File: src/rtl/hub75_pkg.sv
// Shared types and panel constants for the HUB75 scan driver.
package hub75_pkg;

    // Phases of one row-pair scan.
    typedef enum logic [2:0] {
        IDLE,
        SHIFT,
        BLANK,
        LATCH,
        DISPLAY
    } scan_state_t;

    // Default panel geometry and on-time.
    localparam int PANEL_COLS      = 64;
    localparam int PANEL_HALF_ROWS = 16;
    localparam int PANEL_ON_CYCLES = 64;

    // Fixed address widths seen by the pixel source and the panel.
    localparam int COL_W = 6;
    localparam int ROW_W = 4;

    // The six colour bits of one upper/lower pixel pair.
    typedef struct packed {
        logic r0;
        logic g0;
        logic b0;
        logic r1;
        logic g1;
        logic b1;
    } pixel_pair_t;

endpackage

File: src/rtl/scan_counter.sv
// Up-counter that wraps to zero after LAST and flags the terminal value.
module scan_counter #(
    parameter int          WIDTH = 6,
    parameter int unsigned LAST  = 63
) (
    input  logic             clk,
    input  logic             rst,
    input  logic             en,
    output logic [WIDTH-1:0] count,
    output logic             tc
);

    localparam logic [WIDTH-1:0] LAST_VAL = WIDTH'(LAST);

    assign tc = (count == LAST_VAL);

    // Advance on enable, wrapping from LAST back to zero.
    always_ff @(posedge clk or posedge rst) begin
        // NOTE: clocked state uses non-blocking assignments so every flop
        // samples the pre-edge values regardless of process ordering.
        if (rst) begin
            count <= '0;
        end else if (en) begin
            count <= tc ? '0 : count + WIDTH'(1);
        end
    end

endmodule

File: src/rtl/hub75_scan_driver.sv
// Scans a HUB75 panel one row pair at a time: shift, blank, latch, display.
module hub75_scan_driver
    import hub75_pkg::*;
#(
    parameter int COLS      = PANEL_COLS,
    parameter int HALF_ROWS = PANEL_HALF_ROWS,
    parameter int ON_CYCLES = PANEL_ON_CYCLES
) (
    input  logic             clk,
    input  logic             rst,
    input  logic             en,
    output logic [COL_W-1:0] col,
    output logic [ROW_W-1:0] row,
    input  logic             R0,
    input  logic             G0,
    input  logic             B0,
    input  logic             R1,
    input  logic             G1,
    input  logic             B1,
    output logic             p_r0,
    output logic             p_g0,
    output logic             p_b0,
    output logic             p_r1,
    output logic             p_g1,
    output logic             p_b1,
    output logic             p_sclk,
    output logic             p_lat,
    output logic             p_oe_n,
    output logic [ROW_W-1:0] p_addr,
    output logic             frame_done
);

    localparam int ON_W = $clog2(ON_CYCLES + 1);

    scan_state_t state;
    scan_state_t state_next;

    // Shift phase: 0 = data set-up with sclk low, 1 = sclk high.
    logic ph;

    logic col_en;
    logic col_tc;
    logic row_en;
    logic row_tc;
    logic on_en;
    logic on_tc;
    logic [ON_W-1:0] on_count_unused;

    pixel_pair_t pix;
    pixel_pair_t pix_in;

    assign pix_in = '{r0: R0, g0: G0, b0: B0, r1: R1, g1: G1, b1: B1};

    // Column advances after the sclk-high half of each column.
    assign col_en = (state == SHIFT) && ph;
    // Row pair advances on the final cycle of its on-time.
    assign row_en = (state == DISPLAY) && on_tc;
    assign on_en  = (state == DISPLAY);

    scan_counter #(
        .WIDTH (COL_W),
        .LAST  (COLS - 1)
    ) u_col_counter (
        .clk   (clk),
        .rst   (rst),
        .en    (col_en),
        .count (col),
        .tc    (col_tc)
    );

    scan_counter #(
        .WIDTH (ROW_W),
        .LAST  (HALF_ROWS - 1)
    ) u_row_counter (
        .clk   (clk),
        .rst   (rst),
        .en    (row_en),
        .count (row),
        .tc    (row_tc)
    );

    // Only the terminal flag of the on-time counter drives the scan.
    scan_counter #(
        .WIDTH (ON_W),
        .LAST  (ON_CYCLES - 1)
    ) u_on_counter (
        .clk   (clk),
        .rst   (rst),
        .en    (on_en),
        .count (on_count_unused),
        .tc    (on_tc)
    );

    // State register.
    always_ff @(posedge clk or posedge rst) begin
        if (rst) begin
            state <= IDLE;
        end else begin
            state <= state_next;
        end
    end

    // Shift phase toggles only while shifting and rests at 0 elsewhere.
    always_ff @(posedge clk or posedge rst) begin
        if (rst) begin
            ph <= 1'b0;
        end else if (state == SHIFT) begin
            ph <= ~ph;
        end else begin
            ph <= 1'b0;
        end
    end

    // Capture the requested pixel pair at the end of the sclk-low half.
    always_ff @(posedge clk or posedge rst) begin
        if (rst) begin
            pix <= '0;
        end else if ((state == SHIFT) && !ph) begin
            pix <= pix_in;
        end
    end

    // Panel address follows the row pair just shifted, ahead of the latch.
    always_ff @(posedge clk or posedge rst) begin
        if (rst) begin
            p_addr <= '0;
        end else if (state == BLANK) begin
            p_addr <= row;
        end
    end

    // Next-state and panel strobe decode.
    always_comb begin
        // NOTE: every output of this block gets a default first, so no path
        // through the case statement can leave one unassigned and infer a latch.
        state_next = state;
        p_sclk     = 1'b0;
        p_lat      = 1'b0;
        p_oe_n     = 1'b1;
        frame_done = 1'b0;

        case (state)
            IDLE: begin
                if (en) begin
                    state_next = SHIFT;
                end
            end
            SHIFT: begin
                p_sclk = ph;
                if (ph && col_tc) begin
                    state_next = BLANK;
                end
            end
            BLANK: begin
                state_next = LATCH;
            end
            LATCH: begin
                p_lat      = 1'b1;
                state_next = DISPLAY;
            end
            DISPLAY: begin
                p_oe_n = 1'b0;
                if (on_tc) begin
                    frame_done = row_tc;
                    state_next = en ? SHIFT : IDLE;
                end
            end
            default: begin
                state_next = IDLE;
            end
        endcase
    end

    assign p_r0 = pix.r0;
    assign p_g0 = pix.g0;
    assign p_b0 = pix.b0;
    assign p_r1 = pix.r1;
    assign p_g1 = pix.g1;
    assign p_b1 = pix.b1;

endmodule

File: config.mk
export PLATFORM = sky130hd
export DESIGN_NAME = hub75_scan_driver
export DESIGN_NICKNAME = d
export VERILOG_FILES = /design/src/rtl/hub75_pkg.sv /design/src/rtl/scan_counter.sv /design/src/rtl/hub75_scan_driver.sv
export SDC_FILE = /design/constraint.sdc
export NUM_CORES = 1
export LEC_CHECK = 0
export ABC_AREA = 1
export BUFFER_PORTS_ARGS = -buffer_cell sky130_fd_sc_hd__buf_2
export CAP_MARGIN = 40
export CORE_AREA = 2 2 69 71
export CTS_BUF_LIST = sky130_fd_sc_hd__clkbuf_4 sky130_fd_sc_hd__clkbuf_8 sky130_fd_sc_hd__clkbuf_16
export DETAILED_ROUTE_END_ITERATION = 12
export DIE_AREA = 0 0 71 73
export HOLD_SLACK_MARGIN = 0.03
export SETUP_SLACK_MARGIN = 0.5
export SKIP_CTS_REPAIR_TIMING = 1
export SYNTH_ARGS = -nofsm -noshare
export SYNTH_HDL_FRONTEND = slang
export SYNTH_SLANG_ARGS = --single-unit
File: constraint.sdc
create_clock -name clk -period 1.9 [get_ports clk]
set_input_delay 0.38 -clock clk [delete_from_list [all_inputs] [get_ports clk]]
set_output_delay 0.38 -clock clk [all_outputs]
set_load 0.02 [all_outputs]
* After elaboration in Yosys (flattened, before gate mapping) *
Cells that the tools add are included.
W data, S select, Z words.

operators by class
  bitwise operators = 1
  muxes and demuxes = 14
  equal/unequal tests = 10
  reductions and logical operators = 7
  add/subtract/negate cells = 3

operators with widths
  kind                   count
  $pmux W3 S5            1
  $mux W3                3
  $add A7 B1 Y7 const B  1
  $eq A7 B6 Y1 const B   1
  $mux W1                7
  $mux W7                1
  $add A6 B1 Y6 const B  1
  $eq A3 B2 Y1 const B   2
  $eq A6 B6 Y1 const B   1
  $mux W6                1
  $add A4 B1 Y4 const B  1
  $eq A4 B4 Y1 const B   1
  $logic_and A1 B1 Y1    4
  $mux W4                1
  $ne A2 B1 Y1 const B   2
  $eq A3 B1 Y1 const B   1
  $eq A3 B3 Y1 const B   1
  $logic_not A3 Y1       1
  $reduce_and A3 Y1      1
  $ne A2 B2 Y1 const B   1
  $logic_not A1 Y1       1
  $not A1 Y1             1

word-level totals
  bits of input ports = 9
  bits in registers = 31

* Logic depth before layout (Yosys ltp) *
  depth in word-level cells = 4
  gate-level depth with buffers = 8

* Modules after synthesis *
A second synthesis with hierarchy kept.

unflattened totals
  cell total of the unflattened synthesis = 188
  area, all modules = 1,556.5 um^2

by module, submodules not included
  module                        instances  cells each  area an instance (um^2)
  hub75_scan_driver             1          76          636.9
  scan_counter (u_on_counter)   1          50          384.1
  scan_counter (u_col_counter)  1          37          332.8
  scan_counter (u_row_counter)  1          25          202.7

* Worst setup path before layout *
No wires, ideal clock.

  kind = register to output
  start point = register u_on_counter.count[0]
  end point = output port frame_done
  path slack = 0.169 ns
  buffers on the path = 0
  required time = 1.520 ns
  arrival time = 1.351 ns
  cell stages (with the launch flop) = 8
  path through = dfrtp_1 -> ha_1 -> inv_1 -> nor2_1 -> nand2_2 -> nor2_4 -> nand2_1 -> nor3_2

on the way
  word-level cells in the longest chain between the ends = 3

RTL lines
  item                    line                      source
  from (decl)             scan_counter.sv:9         output logic [WIDTH-1:0] count,
  from (signal assigned)  scan_counter.sv:24        count <= tc ? '0 : count + WIDTH'(1);
  $eq A7 B6 Y1            scan_counter.sv:15        assign tc = (count == LAST_VAL);
  $mux W1                 hub75_scan_driver.sv:163  if (on_tc) begin
  $mux W1                 hub75_scan_driver.sv:142  case (state)
  to (decl)               hub75_scan_driver.sv:30   output logic frame_done

Every way passes these cells.

* Worst setup path in the final report *
  start point = register u_on_counter.count[1]
  end point = output port frame_done

The elaborated chain is that of the path after synthesis.

==> out/metrics.sh <==
AVGSYNTHCELLAREA_UM2=8.47
CLKSLEWWORSTSETUPHOLDPATHS_PS=60
CLOCK_TREE.HTREE_LEVEL_COUNT=2
AREA_GROWTH_SYN_TO_FIN_PCT=34.7
SYNTH_AREA_LEADER_CELL='dfrtp_1'
CRITICAL_PATH.CELL_CHAIN='ha_2 > inv_2 > nor2_2 > nand2_2 > nor2_4 > nand2_2 > nor3_4 > buf_6'
CRITICAL_PATH.STARTPOINT_TYPE='flip-flop'
CRIT_PATH_FREQUENT_CELL='nand2_2'
TIMING.CRITICAL_PATH.FANOUT_MAX=5
AREA_OF_COMBINATIONAL_CELLS_WITH_MULTIPLE_INPUTS_UM2=671
POST-ROUTE-DRC-COUNT=0
FAILED_CHECKS='negative setup slack'
IOS=33
WORST_R2R_ENDPOINT='u_row_counter.count[0]'
N_ANTENNA_CELL=0
GRT_MAX_DEGREE=32
DR.PASS1.ITERS=4
FINAL_UTIL_PCT=44.3
SETUP-VIOLATIONS-FINAL=1
DPL.HPWL_UM=2180
SYN-CELL-AREA_UM2=1490
SETUP_TOTAL_NEGATIVE_SLACK_PS=-40.4
LAYOUT-DRIVE-GT1-SHARE_PCT=35.8
SYNTH.DISTINCT_CELLS=22
LAYOUT.NETS=240
POST-ROUTE-WORST-SETUP-SLACK_PS=-40.4
TIMING.CRITICAL_PATH.TO_TYPE='output port'
TRITONCTS='built'
AREA_OF_THE_DIE_UM2=5180
TIMING.CLOCK.SKEW_PS=5.89
ANTENNA_VIOLATING_NETS_REMAINING=0
WORST_PATH_CLASS_SETUP='reg -> out'
YOSYSTOPAREACELLSHARE_PCT=52.0
YOSYSSEQAREASHARE_PCT=52.0
GP_CONGESTION=0.832
R2R_SETUP_SLACK_PS=530
HOLD_PATH_CLASS='in -> async'
CLOCK_SINK_COUNT=31
LAYOUT_MIN_CYCLE_TIME_PS=1940
LAYOUT_COMMON_CELLS='59 x nand2_1, 28 x buf_2, 28 x dfrtp_1'
VDD_DROP_MAX_mV=0.333
CAP_VIOLATIONS=0
CP_SLOWEST_CELL='dfrtp_1'
FINAL.FILL_COUNT=459
WORST_SLEW_MARGIN_REL_PCT=73.5
DIE_W_UM=71
CORE_AREA_UM2=4540
POST_DRT_WL_PER_CELL_UM=11.1
SYNTH_AREA_LEADERS='dfrtp_1 52%, nand2_1 15%, inv_1 4.5%'
REQUIRED_WORST_ENDPOINT_PS=1520
PLACEMENT_ROWS=25
SYNTH-SEQ-CELLS=31
WORST_SETUP_TIMING_SLACK_AT_THE_PLACEMENT_STAGE_PS=150
FINAL.PERIOD_UTILIZATION_PCT=102
ROUTED-VIA-COUNT=1277
POSTPLACECELLAREA_UM2=1740
ROUTE.FINAL.WIRE_LENGTH_UM=3150
GRT_SETUP_UNREPAIRED='yes'
WORST-ENDPOINT-ARRIVAL_PS=1560
START_UTIL_PCT=32.9
CLOCK_TREE.ROOT_CELL='clkbuf_8'
GRT_OVERALL_USAGE_PCT=12.9
NUMCTSBUFFERS=5
GRT_ANTENNA_BEFORE_REPAIR=0
STATUS='finished, violations left'
CLOCK_INSERTION_DELAY_WORST_SKEW_PS=280
P_LEAK_nW=1.10
MAXCLOCKFREQUENCY_GHz=0.515
POWERDENSITY_nW_PER_UM2=683
LEADING_CELL_TYPE_IN_THE_LAYOUT_FILL_AND_TAPS_EXCLUDED='nand2_1'
NUMBER_OF_BUFFERS_INSERTED_BY_PORT_BUFFERING=32
GRT_REMAINING_OVERFLOW=0
PER_CELL_VIA_COUNT_IN_THE_ROUTED_DESIGN=4.51
POSTSYNTHCELLCOUNT=176
HOLD_VIOL=0
RR_STARTPOINT='u_on_counter.count[1]'
SYNTH_NETS=188
DIEHEIGHT_UM=73
WORST_PIN_SLEW_PS=397
WORSTREGTOREGCELLS=9
FINALMAXSLEWVIOLATIONS=0
CTS_BUFFER_DEPTH=2
MAX_INCR_DELAY_ON_CP_PS=370
FINALINSTANCEAREA_UM2=2010
WIRE_LENGTH_OF_THE_FIRST_GLOBAL_ROUTING_PASS_UM=5130
LAYOUT.AREA.SEQ_UM2=779
GRT_PASS1_VIAS=1167
YS_WARN_COUNT=0
DRTITER0DRC=55
synth_stat cells:
master and instances:
a21boi_0 1, a21oi_1 2, a31oi_1 1, dfrtp_1 31
ha_1 3, inv_1 18, inv_2 3, nand2_1 61
nand2_2 5, nand2_4 1, nand3_1 12, nand4_1 7
nor2_1 7, nor2_2 3, nor2_4 3, nor3_1 1
nor3_2 1, nor3_4 1, o21ai_0 10, o21ai_1 1
xnor2_1 2, xor2_1 2
critical path: cells and delay by family, from the launching register on:
family | cells | cell delay (ps)
fa+ha+maj | 1 | 180
buf+inv | 2 | 180
simple gates | 5 | 560
flops | 1 | 370
final cells by class:
| type | instances | area share [%] |
|---|---|---|
| multi-input combinational | 124 | 33.4 |
| sequential | 31 | 38.8 |
| clock inverter | 2 | 1.74 |
| inverter | 21 | 4.17 |
| timing repair buffer | 45 | 14.4 |
| tap | 54 | 3.36 |
| clock buffer | 6 | 4.11 |
per-layer routing:
metal	vias to the layer above	global-route usage, %	share of wire (%)
met5	-	0	0
met4	0	6.92	1.6
met3	4	3.31	4.0
met2	28	19.3	46
met1	582	17.1	48
li1	663	-	-
sequential cells by signal, summed over array words and instances, names as in the netlist:
name                 count
u_on_counter.count       7
u_row_counter.count      4
p_g0                     1
p_r1                     1
p_b1                     1
p_r0                     1
state                    3
u_col_counter.count      6
p_b0                     1
ph                       1
p_addr                   4
p_g1                     1
logic make-up (layout without fill, tap and decap cells):
family / after synthesis / count (layout) / synth area share [%]
buffers and inverters: 21 / 74 / 5.28
AND/OR/NAND/NOR: 102 / 102 / 32.6
AO/OA/AOI/OAI: 15 / 15 / 5.29
flip-flops: 31 / 31 / 52.0
adder cells (fa/ha/maj): 3 / 3 / 2.52
XOR/XNOR: 4 / 4 / 2.35
through the flow:
step / cells / hold WS, ps / power, mW
2_1_floorplan: 176 / 467 / 0.705
3_3_place_gp: 264 / 462 / 0.727
3_5_place_dp: 264 / 460 / 0.727
4_1_cts: 272 / 176 / 1.40
5_1_grt: 283 / 202 / 1.44
6_report: 283 / 165 / 1.37
power by group:
part           total [mW]  switching [mW]  leakage [nW]  internal [mW]
Combinational      0.0435          0.0289         0.647         0.0146
Sequential          0.670         0.00308         0.395          0.667
Clock               0.659           0.236        0.0612          0.424
Total                1.37           0.268          1.10           1.10
worst max path at each step:
| stage | from | endpoint | slack, ps | cells past startpoint |
|---|---|---|---|---|
| global placement | u_on_counter.count[1] | frame_done | 180 | 8 |
| CTS | u_on_counter.count[1] | frame_done | -160 | 8 |
| finish | u_on_counter.count[1] | frame_done | -40 | 8 |
| detailed placement | u_on_counter.count[1] | frame_done | 150 | 8 |
| floorplan | u_on_counter.count[0] | frame_done | 220 | 7 |
| global route | u_on_counter.count[1] | frame_done | -160 | 8 |
(Power assumes the default switching activity.)
